<file path="src/rtl/vga_timing_ctrl.sv">
// VGA timing controller: divides the system clock into pixel strobes, scans
// horizontal/vertical counters and decodes sync, display-enable and
// coordinate outputs. A started frame is always finished before going idle.
module vga_timing_ctrl #(
  parameter int unsigned DIV      = 2,
  parameter int unsigned H_ACTIVE = 640,
  parameter int unsigned H_FP     = 16,
  parameter int unsigned H_SYNC   = 96,
  parameter int unsigned H_BP     = 48,
  parameter int unsigned V_ACTIVE = 480,
  parameter int unsigned V_FP     = 10,
  parameter int unsigned V_SYNC   = 2,
  parameter int unsigned V_BP     = 33
) (
  input  logic       clk_in,
  input  logic       rst_n,
  input  logic       run,
  output logic       pix_en,
  output logic       hsync,
  output logic       vsync,
  output logic       disp_en,
  output logic [9:0] x,
  output logic [9:0] y,
  output logic       frame_start,
  output logic       busy
);

  localparam int unsigned H_TOTAL = H_ACTIVE + H_FP + H_SYNC + H_BP;
  localparam int unsigned V_TOTAL = V_ACTIVE + V_FP + V_SYNC + V_BP;

  // Counter limits; sync bounds use 11 bits because a sync end may equal 1024.
  localparam logic [3:0]  DIV_LAST = 4'(DIV - 1);
  localparam logic [9:0]  H_LAST   = 10'(H_TOTAL - 1);
  localparam logic [9:0]  V_LAST   = 10'(V_TOTAL - 1);
  localparam logic [10:0] H_ACT_L  = 11'(H_ACTIVE);
  localparam logic [10:0] V_ACT_L  = 11'(V_ACTIVE);
  localparam logic [10:0] HS_BEG   = 11'(H_ACTIVE + H_FP);
  localparam logic [10:0] HS_END   = 11'(H_ACTIVE + H_FP + H_SYNC);
  localparam logic [10:0] VS_BEG   = 11'(V_ACTIVE + V_FP);
  localparam logic [10:0] VS_END   = 11'(V_ACTIVE + V_FP + V_SYNC);

  typedef enum logic [1:0] {
    IDLE  = 2'd0,
    SCAN  = 2'd1,
    DRAIN = 2'd2
  } state_e;

  state_e      state_q, state_d;
  logic [3:0]  div_cnt_q, div_cnt_d;
  logic [9:0]  h_cnt_q, h_cnt_d;
  logic [9:0]  v_cnt_q, v_cnt_d;

  logic        pix_en_q, pix_en_d;
  logic        hsync_q, hsync_d;
  logic        vsync_q, vsync_d;
  logic        disp_en_q, disp_en_d;
  logic [9:0]  x_q, x_d;
  logic [9:0]  y_q, y_d;
  logic        frame_start_q, frame_start_d;
  logic        busy_q, busy_d;

  logic        h_wrap_s;
  logic        frame_end_s;

  // pix_en_q is the strobe of the current cycle, so it drives counter advance.
  assign h_wrap_s    = pix_en_q && (h_cnt_q == H_LAST);
  assign frame_end_s = h_wrap_s && (v_cnt_q == V_LAST);

  // Next state, counters, and the outputs decoded from those next values so
  // the registered outputs always match the registered counters.
  always_comb begin
    state_d   = state_q;
    div_cnt_d = div_cnt_q;
    h_cnt_d   = h_cnt_q;
    v_cnt_d   = v_cnt_q;

    case (state_q)
      IDLE: begin
        if (run) state_d = SCAN;
        else     state_d = IDLE;
      end
      SCAN: begin
        if (!run) state_d = DRAIN;
        else      state_d = SCAN;
      end
      DRAIN: begin
        if (run)              state_d = SCAN;
        else if (frame_end_s) state_d = IDLE;
        else                  state_d = DRAIN;
      end
      default: state_d = IDLE;
    endcase

    if (state_q == IDLE) begin
      div_cnt_d = 4'd0;
      h_cnt_d   = 10'd0;
      v_cnt_d   = 10'd0;
    end else begin
      if (div_cnt_q == DIV_LAST) div_cnt_d = 4'd0;
      else                       div_cnt_d = div_cnt_q + 4'd1;
      if (pix_en_q) begin
        if (h_wrap_s) begin
          h_cnt_d = 10'd0;
          if (v_cnt_q == V_LAST) v_cnt_d = 10'd0;
          else                   v_cnt_d = v_cnt_q + 10'd1;
        end else begin
          h_cnt_d = h_cnt_q + 10'd1;
        end
      end else begin
        h_cnt_d = h_cnt_q;
      end
    end

    busy_d        = (state_d != IDLE);
    pix_en_d      = busy_d && (div_cnt_d == DIV_LAST);
    hsync_d       = !(({1'b0, h_cnt_d} >= HS_BEG) && ({1'b0, h_cnt_d} < HS_END));
    vsync_d       = !(({1'b0, v_cnt_d} >= VS_BEG) && ({1'b0, v_cnt_d} < VS_END));
    disp_en_d     = busy_d && ({1'b0, h_cnt_d} < H_ACT_L) && ({1'b0, v_cnt_d} < V_ACT_L);
    x_d           = disp_en_d ? h_cnt_d : 10'd0;
    y_d           = disp_en_d ? v_cnt_d : 10'd0;
    frame_start_d = pix_en_d && (h_cnt_d == 10'd0) && (v_cnt_d == 10'd0);
  end

  // State, counter and output registers; reset forces idle values at once.
  always_ff @(posedge clk_in or negedge rst_n) begin
    if (!rst_n) begin
      state_q       <= IDLE;
      div_cnt_q     <= 4'd0;
      h_cnt_q       <= 10'd0;
      v_cnt_q       <= 10'd0;
      pix_en_q      <= 1'b0;
      hsync_q       <= 1'b1;
      vsync_q       <= 1'b1;
      disp_en_q     <= 1'b0;
      x_q           <= 10'd0;
      y_q           <= 10'd0;
      frame_start_q <= 1'b0;
      busy_q        <= 1'b0;
    end else begin
      state_q       <= state_d;
      div_cnt_q     <= div_cnt_d;
      h_cnt_q       <= h_cnt_d;
      v_cnt_q       <= v_cnt_d;
      pix_en_q      <= pix_en_d;
      hsync_q       <= hsync_d;
      vsync_q       <= vsync_d;
      disp_en_q     <= disp_en_d;
      x_q           <= x_d;
      y_q           <= y_d;
      frame_start_q <= frame_start_d;
      busy_q        <= busy_d;
    end
  end

  assign pix_en      = pix_en_q;
  assign hsync       = hsync_q;
  assign vsync       = vsync_q;
  assign disp_en     = disp_en_q;
  assign x           = x_q;
  assign y           = y_q;
  assign frame_start = frame_start_q;
  assign busy        = busy_q;

endmodule

</file>
<file path="config.mk">
export PLATFORM = sky130hd
export DESIGN_NAME = vga_timing_ctrl
export DESIGN_NICKNAME = d
export VERILOG_FILES = /design/src/rtl/vga_timing_ctrl.sv
export SDC_FILE = /design/constraint.sdc
export NUM_CORES = 1
export LEC_CHECK = 0
export ABC_CLOCK_PERIOD_IN_PS = 3200
export CORE_MARGIN = 2
export CORE_UTILIZATION = 50
export DETAILED_ROUTE_END_ITERATION = 16
export GPL_TIMING_DRIVEN = 0
export PLACE_DENSITY = 0.78
export SYNTH_ARGS = -nofsm -noshare
export SYNTH_HDL_FRONTEND = slang
export SYNTH_SLANG_ARGS = --single-unit
export TNS_END_PERCENT = 10
</file>
<file path="constraint.sdc">
create_clock -name clk_in -period 3.2 [get_ports clk_in]
set_clock_uncertainty 0.05 [all_clocks]
set_input_delay 0.8 -clock clk_in [delete_from_list [all_inputs] [get_ports clk_in]]
set_output_delay 0.8 -clock clk_in [all_outputs]
set_load 0.01 [all_outputs]
</file>
==> results of run 1 <==
-- worst paths after layout --
kind                                          end  slack, ns  depth (start not counted)
max                         frame_start$_DFF_PN0_       0.21                          9
min                                x[9]$_DFF_PN0_       0.38                          1
max reg2reg                 frame_start$_DFF_PN0_       0.21                          9
min reg2reg                div_cnt_q[0]$_DFF_PN0_       0.48                          1
max in group asynchronous         vsync$_DFF_PN1_       2.13                          2
min in group clk_in        div_cnt_q[0]$_DFF_PN0_       0.48                          1
-- flip-flops by register name, indices dropped and copies added (netlist names) --
name and cells:
h_cnt_q 10, busy 1, div_cnt_q 4, pix_en 1, frame_start 1, y 10
disp_en 1, hsync 1, vsync 1, state_q 2, v_cnt_q 10, x 10
-- stage by stage --
step	power (W)	setup WS, ns	utilization
6_report	0.00150	0.208	0.633
2_1_floorplan	0.000887	0.582	-
3_5_place_dp	0.000993	0.223	0.605
3_3_place_gp	0.000979	-0.150	0.602
5_1_grt	0.00157	0.0469	0.633
4_1_cts	0.00151	0.170	0.633
-- power groups by stage --
stage	sequential (W)	combinational [W]	clock, W
after floorplan	0.000754	0.000134	0
after global placement	0.000749	0.000229	0
after detailed placement	0.000751	0.000243	0
after CTS	0.000738	0.000244	0.000528
after global routing	0.000744	0.000274	0.000554
final	0.000740	0.000243	0.000520
-- cells by family after synthesis --
| logic type | share of synthesized area |
|---|---|
| and+or+nand+nor | 0.260 |
| DFF | 0.518 |
| AOI/OAI and AO/OA | 0.107 |
| buffers and inverters | 0.0492 |
| xor gates and xnor gates | 0.0348 |
| adders and majority gates | 0.0249 |
| other | 0.00149 |
| muxes | 0.00398 |
-- cell usage in the layout (no fill, tap or decap), types with 3 or more instances in the layout --
cell type,count
a21oi_1,7
buf_2,7
clkbuf_1,6
clkbuf_8,5
clkdlybuf4s50_1,27
dfrtp_1,50
ha_1,5
inv_1,15
nand2_1,23
nand2b_1,4
nand3_1,10
nand4_1,8
nor2_1,15
nor3_1,18
nor4_1,9
o211ai_1,3
o21a_1,3
o21ai_0,3
or3_1,5
or4_1,4
xnor2_1,4
xor2_1,6
-- routing by layer --
metal | global-route usage | up-vias | part of all wire
li1 | - | 968 | -
met1 | 0.316 | 1021 | 0.44
met2 | 0.370 | 87 | 0.49
met3 | 0.0388 | 6 | 0.060
met4 | 0.0774 | 0 | 0.011
met5 | 0 | - | 0
-- worst register-to-register path, cell delays in order (launching register included) --
cell       delay, ns
dfrtp_1         0.43
ha_1            0.32
inv_2           0.10
or4_1           0.52
buf_2           0.18
buf_6           0.15
or3_1           0.31
a211oi_1        0.22
nand4_1         0.17
a2111oi_2       0.42
-- final cells by class --
type	count	area share
timing repair buffer	29	0.0975
multi-input combinational	170	0.359
sequential	52	0.430
clock inverter	2	0.0198
tap	67	0.0277
inverter	16	0.0198
clock buffer	6	0.0240
buffer	13	0.0215
==> impl_metrics.toml, run 1 <==
[cells_and_area]
regArea_mm2 = 0.00130
synthToLayoutAreaGrowth_pct = 20.4
layout.cells.non_filler = 355
multiInputGateArea_mm2 = 0.00109
antenna_cells = 0
fillerInstances = 384
stdcell_area_mm2 = 0.00303
drive_above_1_share = 0.104
layout.nets = 295

[placed_design]
dp.final_hpwl_um = 4270
place_inst = 347
post_dp_cell_area_mm2 = 0.00290
port_buffers = 28
place_congestion = 0.885

[worst_setup_path]
crit_required_ns = 3.33
regToRegStartpoint = "h_cnt_q[0]$_DFF_PN0_"
cp_max_fo = 10
critPathLaunchType = "flip-flop"
crit_family = "simple AND/OR/NAND/NOR gates"
cpPeakStageDelay_ns = 0.52
crit_chain = "ha_1 > inv_2 > or4_1 > buf_2 > buf_6 > or3_1 > a211oi_1 > nand4_1 > a2111oi_2"
cp.buffers_inverters = 3
critPathKind = "reg -> reg"
worstPathArrival_ns = 3.12
crit_start = "h_cnt_q[0]$_DFF_PN0_"
cp-end-kind = "flip-flop"
cp_slowest_cell = "or4_1"

[yosys]
syn_inst = 251
synth.avg_cell_area_um2 = 10.0
synth.most_common_cell = "dfrtp_1"
ys_ff_latch = 52
synth_nets = 259
yosysTopAreaCell = "dfrtp_1"
synth-async-reset-ratio = 1.00
synth_edf_count = 0
ys.warnings.count = 0
synth_cell_types = 54
post_synth_instance_area_mm2 = 0.00252
ys_seq_area_frac = 0.518
synth_area_leaders = "dfrtp_1, nor3_1, nand2_1"
synth_common_cells = "dfrtp_1, nand2_1, nor3_1, inv_1, nor2_1"
synth_top_area_share = 0.497
synth_ff_type = "dfrtp_1"

[route]
antenna_left = 0
vias = 2082
drt-initial-drc-count = 203
avgRoutedWirePerCell_um = 16.4
via_per_inst = 5.86
first_pass_iters = 4
drc = 0
wirelength_um = 5820

[floorplanning]
coreArea_mm2 = 0.00479
start_util = 0.526
io_pins = 29
die_w_um = 74.9
rows = 25
die_area_mm2 = 0.00562
fp.dieH_um = 74.9

[timing]
tns_ns = 0
slew_violations = 0
rsz0062_at_grt = "no"
finalHoldWorstSlack_ns = 0.378
hold_viol_final = 0
finalCritPeriodShare = 0.935
max_slew.worst_pin.slew_ns = 0.828
slew_headroom = 0.441
max_freq_mhz = 334
min_period_ns = 2.99
finalSetupViolCount = 0

[power]
switchingPower_w = 0.000383
power.share.switching = 0.255
peakVddDrop_uv = 454
p_leak_nw = 1.35
pwr-share-seq = 0.492
p_per_area_mw_per_mm2 = 496
intPower_w = 0.00112
pwr-share-clk = 0.346
combPwrFrac = 0.162

[grt]
grt_pass1_wl_um = 9740
grt_max_degree = 35
grt.total_usage = 0.229
grt_antenna_before_repair = 0
grt_pass1_vias = 2000
overflow = 0

[clocking]
path_clk_slew_ns = 0.09
cts-root-buf = "clkbuf_8"
ctsLongestPathBuffers = 2
htree_levels = 2
cts_setup_buffers = 0
hold_buffers = 0
cts_made_buffers = 5
cts_tree = "built"
cts_resized = 0
cts.sinks = 52
clk_latency_ns = 0.30

[flow_run]
maxCapViolCount = 0

[outcome]
status = "finished clean"

[worst_hold_path]
hold_path_class = "in -> async"
(Power assumes the default switching activity.)
==> run 2: changes to the inputs <==
CTS_CLUSTER_DIAMETER = 100   (was not set)
==> results of run 2 <==
Same layout as run 1: the final DEF is identical, and so are final timing and power.
==> patch (settings of run 1) <==
The 3 states of `state_e` get a one-hot encoding in 3 bits.
--- a/src/rtl/vga_timing_ctrl.sv
+++ b/src/rtl/vga_timing_ctrl.sv
@@ -41,6 +41,6 @@
 
-  typedef enum logic [1:0] {
-    IDLE  = 2'd0,
-    SCAN  = 2'd1,
-    DRAIN = 2'd2
+  typedef enum logic [2:0] {
+    IDLE  = 3'b001,
+    SCAN  = 3'b010,
+    DRAIN = 3'b100
   } state_e;
Function: no difference found for any inputs over 10 cycles, from zero or initial values and one cycle with rst_n low; not proved beyond that.
==> patch against run 1 <==
Design area up 10%. Sequential cell count increased by 1. Wire length grew 3.2%. Worst setup slack got worse by 0.14 ns. Area after synthesis is 10% higher. Cell count up 8.2%. Highest routed layer unchanged.
Power is not compared: it rests on default switching activity, and its combinational part moved more than twofold at a synthesized area within 25%.
==> patch: results (changes against run 1) <==
* Worst rel slew slack at 0.507 (was 0.441)
* Synthesized-area fraction occupied by xor and xnor cells at 0.0536 (was 0.0348)
* Syn Nets at 281 (was 259)
* Outcome: finished, final reports clean (unchanged)
* Post_cts resized at 3 (was 0)
* Post-placement worst setup slack at -0.231 ns (was 0.223 ns)
* Pin count of the biggest net entering global routing at 28 (was 35)
* HPWL after DPL at 4320 um (was 4270 um)
* Cell Area, Placed at 3160 um2 (was 2900 um2)
* Sequential cell area fraction in the yosys report at 0.479 (was 0.518)
* Reg-to-reg critical path endpoint: y[0] (was frame_start)
* GRT Overall Usage at 0.210 (was 0.229)
* Met1 track demand over resource at 0.300 (was 0.316)
* Number of DRC markers after the initial detailed-route iteration at 123 (was 203)
* Synth Area per Inst at 10.2 um2 (was 10.0 um2)
* Main area contributors after synthesis: sky130_fd_sc_hd__dfrtp_1 (45%), sky130_fd_sc_hd__nor2_1 (4.3%), sky130_fd_sc_hd__nor4_1 (4.1%) (was sky130_fd_sc_hd__dfrtp_1 (50%), sky130_fd_sc_hd__nor3_1 (3.6%), sky130_fd_sc_hd__nand2_1 (3.4%))
* Fraction of synthesized area in multiplexers at 0.0113 (was 0.00398)
* Layout cell share with drive strength beyond 1 at 0.154 (was 0.104)
* Arrival time of the worst setup path at 3.26 ns (was 3.12 ns)
* Share of the synthesized area in compound gates (AO/OA/AOI/OAI) at 0.0996 (was 0.107)
* Setup slack, reg-to-reg at 0.06 ns (was 0.21 ns)
* Max Fanout on Critical Path at 5 (was 10)
* Number of cells on the worst reg-to-reg path at 7 (was 9)
* Final std cells w/o fill at 384 (was 355)
* Crit path max-delay cell type: sky130_fd_sc_hd__or4b_4 (was sky130_fd_sc_hd__or4_1)
* Met3 Wirelength at 386 um (was 350 um)
* Clock insertion delay at the later pin of the skew report at 0.32 ns (was 0.30 ns)
* Total instance count after detailed placement at 374 (was 347)
* Aggregate routed wire length at 6010 um (was 5820 um)
* Post-CTS Setup Inserts at 2 (was 0)
* Critical path's largest stage delay at 0.60 ns (was 0.52 ns)
* Routing usage on met2 at 0.315 (was 0.370)
* Met2 wirelength from detailed routing at 2790 um (was 2870 um)
* Vias per Instance at 5.76 (was 5.86)
* Wire length of the first global-routing pass at 10100 um (was 9740 um)
* Final hold slack at 0.432 ns (was 0.378 ns)
* Crit path buffers/inverters at 1 (was 3)
* Via count of the first global-routing pass at 2041 (was 2000)
* Number of distinct library cell variants in the gate-level netlist after synthesis at 57 (was 54)
* Adder and majority gate portion of the synthesized area at 0.0225 (was 0.0249)
* Routability Congestion at 0.948 (was 0.885)
## patch: worst max path at each step
stage,depth (start not counted),slack (ns),endpoint,start
6_report,7,0.06,y[0],h_cnt_q[5]
5_1_grt,8,0.01,x[8],h_cnt_q[5]
4_1_cts,8,0.07,x[7],h_cnt_q[5]
3_5_place_dp,8,-0.23,y[7],h_cnt_q[5]
3_3_place_gp,8,-0.24,x[6],h_cnt_q[5]
2_1_floorplan,7,0.24,y[7],h_cnt_q[5]
## patch: power by group through the flow
stage	clock network [uW]	logic [uW]	registers, uW
after floorplan	0	395	801
after global placement	0	585	793
after detailed placement	0	605	797
after CTS	481	615	784
after global routing	507	691	794
final	471	626	785
## patch: area by class of cell
class | count | area (um2)
fillers | 462 | 2100
flip-flops and latches | 53 | 1330
multi-input cells | 192 | 1300
repair buffers | 31 | 310
plain buffers | 17 | 156
well taps | 72 | 90.1
clock buffers | 5 | 68.8
clock inverters | 3 | 47.5
inverters | 11 | 41.3
